[src/rtl/flit_inject_buffer.sv]
// flit_inject_buffer: local-injection stage of the bufferless multicast router.
// Queues PE/NI flits in a small FIFO and presents the head flit to the router's
// input pipeline register. The head is consumed only in a cycle where the router
// reports a free output slot. The block counts how long the head has waited and
// raises a starvation flag for the throttling logic.
//
// Ports:
//   clk        rising-edge clock
//   reset      synchronous active-low reset (0 = reset)
//   in_valid   PE offers a flit
//   in_ready   buffer accepts a flit this cycle (count < DEPTH)
//   in_flit    flit from the PE, sampled only on a push
//   slot_free  router has a free output port this cycle
//   out_valid  head flit available for injection
//   out_flit   head flit, or all-zero when empty
//   out_age    number of cycles the current head has been blocked
//   count      FIFO occupancy
//   starve     head blocked for at least STARVE_TH cycles
module flit_inject_buffer #(
    parameter int unsigned WIDTH     = 64,
    parameter int unsigned DEPTH     = 4,
    parameter int unsigned AGE_W     = 8,
    parameter int unsigned STARVE_TH = 16
) (
    input  logic                     clk,
    input  logic                     reset,
    input  logic                     in_valid,
    output logic                     in_ready,
    input  logic [WIDTH-1:0]         in_flit,
    input  logic                     slot_free,
    output logic                     out_valid,
    output logic [WIDTH-1:0]         out_flit,
    output logic [AGE_W-1:0]         out_age,
    output logic [$clog2(DEPTH):0]   count,
    output logic                     starve
);

    localparam int unsigned PW = $clog2(DEPTH);
    localparam int unsigned CW = PW + 1;

    localparam logic [CW-1:0]    DEPTH_C = CW'(DEPTH);
    localparam logic [AGE_W-1:0] AGE_MAX = '1;
    localparam logic [AGE_W-1:0] TH_C    = AGE_W'(STARVE_TH);

    logic [WIDTH-1:0] mem [DEPTH];
    logic [PW-1:0]    rd_ptr_q, wr_ptr_q;
    logic [CW-1:0]    count_q;
    logic [AGE_W-1:0] age_q, age_d;
    logic             starve_q;
    logic             push, pop;

    // No cut-through: a full buffer refuses a push even when a pop happens.
    assign in_ready  = (count_q != DEPTH_C);
    assign out_valid = (count_q != '0);
    assign push      = in_valid & in_ready;
    assign pop       = out_valid & slot_free;

    // Memory is never reset, so gate the read with out_valid to keep X off the port.
    assign out_flit  = out_valid ? mem[rd_ptr_q] : '0;
    assign out_age   = age_q;
    assign count     = count_q;
    assign starve    = starve_q;

    // Age of the head: cleared by a pop or an empty buffer, otherwise counts
    // blocked cycles and saturates.
    always_comb begin
        age_d = age_q;
        if (pop || !out_valid) begin
            age_d = '0;
        end else if (!slot_free && (age_q != AGE_MAX)) begin
            age_d = age_q + 1'b1;
        end
    end

    always_ff @(posedge clk) begin
        if (!reset) begin
            rd_ptr_q <= '0;
            wr_ptr_q <= '0;
            count_q  <= '0;
            age_q    <= '0;
            starve_q <= 1'b0;
        end else begin
            // Pointers wrap naturally because DEPTH is a power of two.
            if (push) wr_ptr_q <= wr_ptr_q + 1'b1;
            if (pop)  rd_ptr_q <= rd_ptr_q + 1'b1;
            unique case ({push, pop})
                2'b10:   count_q <= count_q + 1'b1;
                2'b01:   count_q <= count_q - 1'b1;
                default: count_q <= count_q;
            endcase
            age_q    <= age_d;
            starve_q <= (age_d >= TH_C);
        end
    end

    always_ff @(posedge clk) begin
        if (reset && push) begin
            mem[wr_ptr_q] <= in_flit;
        end
    end

endmodule

[config.mk]
export PLATFORM = sky130hd
export DESIGN_NAME = flit_inject_buffer
export DESIGN_NICKNAME = d
export VERILOG_FILES = /design/src/rtl/flit_inject_buffer.sv
export SDC_FILE = /design/constraint.sdc
export NUM_CORES = 1
export LEC_CHECK = 0
export BUFFER_PORTS_ARGS = -buffer_cell sky130_fd_sc_hd__buf_2
export CAP_MARGIN = 10
export CORE_MARGIN = 2
export CORE_UTILIZATION = 51
export DETAILED_ROUTE_END_ITERATION = 6
export GPL_TIMING_DRIVEN = 0
export PLACE_DENSITY = 0.75
export SYNTH_ARGS = -nofsm -noshare
export SYNTH_HDL_FRONTEND = slang
export SYNTH_SLANG_ARGS = --single-unit
[constraint.sdc]
create_clock -name clk -period 2.9 [get_ports clk]
set_clock_uncertainty 0.15 [all_clocks]
set_input_delay 0.29 -clock clk [delete_from_list [all_inputs] [get_ports clk]]
set_output_delay 0.29 -clock clk [all_outputs]
set_load 0.005 [all_outputs]
Yosys cells after proc, flatten, opt, wreduce, memory -nomap -nowiden:

Memory sizes are Yosys's and may differ from the RTL's. A register that Yosys moved wholly into a read port is not among the register bits.
Index checks and enable logic that the tools add are counted.

* bits in registers: 16
* RAM bits: 256
* bits of input ports: 68
* output and inout port bits: 78
* memories kept: 1

Memories
* mem: words 4, bits a word 64, rd ports 1, clocked after Yosys merged registers in 1, wr ports 1, line 45 `logic [WIDTH-1:0] mem [DEPTH];`

* add/sub/neg operators: 5
* order comparisons: 1
* eq/ne operators: 4
* multiplexer cells: 8
* bitwise operators: 2
* reductions and logical operators: 7

Operator list (count)
* $mux 64: 1
* $mux 8: 2
* $add 8x1->8 const B: 1
* $ge 8x5->1 const B: 1
* $ne 8x8->1 const B: 1
* $pmux 3 s2: 1
* $add 2x1->2 const B: 2
* $mux 2: 2
* $add 3x1->3 const B: 1
* $ne 3x3->1 const B: 1
* $reduce_bool 3->1: 1
* $sub 3x1->3 const B: 1
* $and 1x1->1: 2
* $eq 2x1->1 const B: 1
* $eq 2x2->1 const B: 1
* $logic_and 1x1->1: 2
* $logic_not 1->1: 2
* $mux 1: 2
* $reduce_bool 2->1: 1
* $logic_or 1x1->1: 1

Longest topological paths before layout:

* depth after elaboration: 5
* mapped depth: 10
* depth with buffers taken out: 9

Worst setup path after synthesis:

Ideal clock, no wire load.

* path type: register to register
* from: register count_q[0], in the netlist count[0]
* to: memory mem[0][0] (enable)
* arrival: 2.433 ns
* slack: -0.112 ns
* stages on the path, launching flop included: 5
* buffers on the path: 1
* clock period less this slack: 3.012 ns
* cells stage by stage: dfxtp_1 -> or3b_2 -> and2_1 -> clkbuf_1 -> and3_1

* cells in the longest elaborated chain, start to end: 5

RTL lines
* start, declared: line 47 `logic [CW-1:0] count_q;`
* start signal, assigned: line 87 `2'b10: count_q <= count_q + 1'b1;`
* start signal, assigned: line 88 `2'b01: count_q <= count_q - 1'b1;`
* start signal, assigned: line 89 `default: count_q <= count_q;`
* $ne 3x3->1: line 53 `assign in_ready = (count_q != DEPTH_C);`
* via in_ready: line 28 `output logic in_ready,`
* $and 1x1->1: line 55 `assign push = in_valid & in_ready;`
* $logic_and 1x1->1: line 97 `if (reset && push) begin`
* $mux 1: line 97
* $mux 1 (not written as such): line 98 `mem[wr_ptr_q] <= in_flit;`
* end, declared: line 45

The timed path passes the listed nets, and every way through them passes these cells.

==> metrics.cfg <==
[worst_setup_path]
timing.critical_path.from_type = flip-flop
timing.setup.critical_path_class = flip-flop to output port
worst-r2r-setup-slack_ns = 0.17
setup.worst_path.end_class = output port
reg2reg_from = count[2]
crit_path_end = out_flit[16]
critPathRequiredTime_ns = 2.46
reg2reg_depth = 9
capture_point_of_the_worst_reg_to_reg_path = count[2]
timing.critical_path.fanout_max = 10
worst-endpoint-arrival_ns = 2.41

[global_routing]
grt_first_pass_wirelength_um = 32000
number_of_antenna_violations_at_the_first_check_in_global_routing = 0
globalRoute.totalOverflow = 0
grt_pass1_vias = 5929
overall_global_routing_usage_pct = 18.89
grt_max_degree = 38

[cts]
cts-buffers-inserted = 26
clock_path_buffers = 3
worst_setup_hold_path_clk_slew_ns = 0.06
cts.root.buffer_cell = sky130_fd_sc_hd__clkbuf_16
ctsHtreeMaxLevel = 1
cts.sinks = 274
cts_tree = yes
insertion_delay_ns = 0.51

[pwr]
power_density_mw_per_mm2 = 807.7
leakage_uw = 0.004626
vdd_ir_drop_max_v = 0.0005958

[run]
max_cap_violations = 0

[floorplan]
num_rows = 52
num_io_pins = 146
die_area_mm2 = 0.02184
die-width_um = 147.8
core_area_mm2 = 0.02023
starting_density_of_the_core_pct = 52.10
die-height_um = 147.8

[logic_synthesis]
synth_seq_area_share_pct = 76.34
synthesis.yosys.warnings = 0
netlist_instances = 501
number_of_flip_flops_and_latches_in_the_synthesized_netlist = 274
yosys.cell_types.count = 38
syn-num-nets = 576
synth_area_per_cell_um2 = 21.04
netlist_area_mm2 = 0.01054

[sta]
final_setup_viols = 0
min_period_over_period_pct = 98.37
worst_slew_margin_rel_pct = 60.27
timing_hold_violations_final = 0
max_slew.worst_pin.slew_ns = 0.5959
finalWorstSetupSlack_ns = 0.04719
final_slew_viol_count = 0
fin_crit_ns = 2.853
finalHoldWorstSlack_ns = 0.07377
max_clock_freq_mhz = 350.5
rsz0062_at_grt = yes
timing.setup.tns_ns = 0

[finish]
mostFrequentLayoutCells = sky130_fd_sc_hd__edfxtp_1, sky130_fd_sc_hd__buf_2, sky130_fd_sc_hd__and2_1, sky130_fd_sc_hd__dlygate4sd3_1, sky130_fd_sc_hd__mux4_2
nets = 815
antenna_cells = 0
fin_util_pct = 64.98
ratio_of_cells_with_drive_above_1_in_the_final_layout_pct = 35.80
areaGrowthSynthToFinish_pct = 24.71
final-instance-count-excl-fill = 1027
layout_commonest_cell = sky130_fd_sc_hd__edfxtp_1

[detailed_routing]
wl_per_cell_um = 20.14
route.detailed.vias_per_inst = 5.428
drc_errors = 0
detail_route.wirelength_um = 20680
firstDrtPassIters = 5
drt.antenna.violating_nets = 0
detailedRoute.firstIterationViolations = 352
routed-via-count = 5575

[place]
dp_cells = 920
detailedPlacementHpwl_um = 12560
routabilityCongestion = 0.7959
place_worst_setup_slack_ns = 0.08500
place.port_buffers = 145

[worst_hold_path]
holdCritPathClass = primary input to flip-flop

[run_status]
status = completed

[power breakdown]
part	internal [uW]	switching (uW)	total (uW)
Combinational	1470	1380	2850
Sequential	4570	84.9	4660
Clock	1770	1340	3110
Total	7810	2810	10600
[sequential cells by signal, summed over array words and instances, names as in the netlist, named ones only]
name and flops:
mem 256, out_age 8, count 3, rd_ptr_q 2, wr_ptr_q 2, starve 1
[worst max-delay path: stages, from the launching register on]
cell and delay, ns:
sky130_fd_sc_hd__dfxtp_1 0.66, sky130_fd_sc_hd__buf_1 0.53, sky130_fd_sc_hd__mux4_2 0.40, sky130_fd_sc_hd__and2_1 0.18, sky130_fd_sc_hd__buf_2 0.12
[per-layer routing]
metal  routed length [um]  share of wire (%)  vias up  GRT usage [%]
met1                 8481                 41     2883          25.31
met4                  238                1.2        0          3.750
met5                    0                  0        -              0
li1                     -                  -     2498              -
met2                10760                 52      169          33.16
met3                 1198                5.8       25          3.241
[cell usage after synthesis (all sizes together)]
cell type  instances  share of area (%)
clkbuf            14               0.50
or3                2               0.17
o21a               1              0.071
nor4b              1              0.083
buf                9               0.42
nor3b              2               0.14
o21ai              2              0.095
or4                1              0.071
nor2               3               0.11
dfxtp             18                3.4
or3b               1              0.083
fa                 1               0.19
and4               2               0.17
edfxtp           256                 73
a311oi             1              0.083
xor2               1              0.083
a21boi             3               0.21
a21o               2               0.14
mux4              64                 14
inv                7               0.25
nand2              3               0.11
nor3               1              0.047
mux2i              1              0.095
and2              71                4.2
a21oi              2              0.095
o2111a             1               0.11
nor2b              2               0.12
and4b              1              0.095
xnor2              6               0.50
nand3              4               0.19
ha                 6               0.71
o2111ai            1              0.083
nand4              2               0.12
and3               8               0.57
a41oi              1              0.083
[logic make-up after synthesis]
| kind of cell | count (synthesis) | synth area share, % |
|---|---|---|
| AOI/OAI and AO/OA | 14 | 0.9732 |
| xor gates and xnor gates | 7 | 0.5815 |
| and+or+nand+nor | 104 | 6.278 |
| adders and majority gates | 7 | 0.9020 |
| buffers and inverters | 30 | 1.163 |
| DFF | 274 | 76.34 |
| muxes | 65 | 13.77 |
[worst min path at each step]
stage                      from          end  slack (ns)  cells after the start
finish                slot_free   out_age[2]        0.07                      3
global route          slot_free   out_age[2]        0.09                      3
CTS                   slot_free   out_age[2]        0.06                      3
detailed placement  wr_ptr_q[1]  wr_ptr_q[1]        0.35                      2
global placement    wr_ptr_q[1]  wr_ptr_q[1]        0.34                      2
floorplan            in_flit[0]    mem[0][0]        0.24                      0
[final cells by class]
class / instances / area (um2)
Buffer: 20 / 93.84
Tap cell: 270 / 337.8
Clock buffer: 29 / 683.2
Fill cell: 1403 / 7087
Clock inverter: 16 / 101.3
Inverter: 7 / 26.28
Timing Repair Buffer: 214 / 1464
Multi-Input combinational cell: 197 / 2394
Sequential cell: 274 / 8048
[through the flow]
| stage | total power, uW | cell area [um2] |
|---|---|---|
| global placement | 7496 | 11610 |
| detailed placement | 7577 | 11710 |
| finish | 10620 | 13150 |
| CTS | 10750 | 13150 |
| floorplan | 6438 | 10550 |
| global route | 11130 | 13150 |
[repair_timing]
action                                 CTS  global route
setup buffers                            0             0
gates resized for setup                  5             2
hold buffers                            65             0
endpoints found under the hold margin  258             0
setup endpoints to repair               60            61
gates cloned                             0             0
Power figures use the tool's default switching activity.
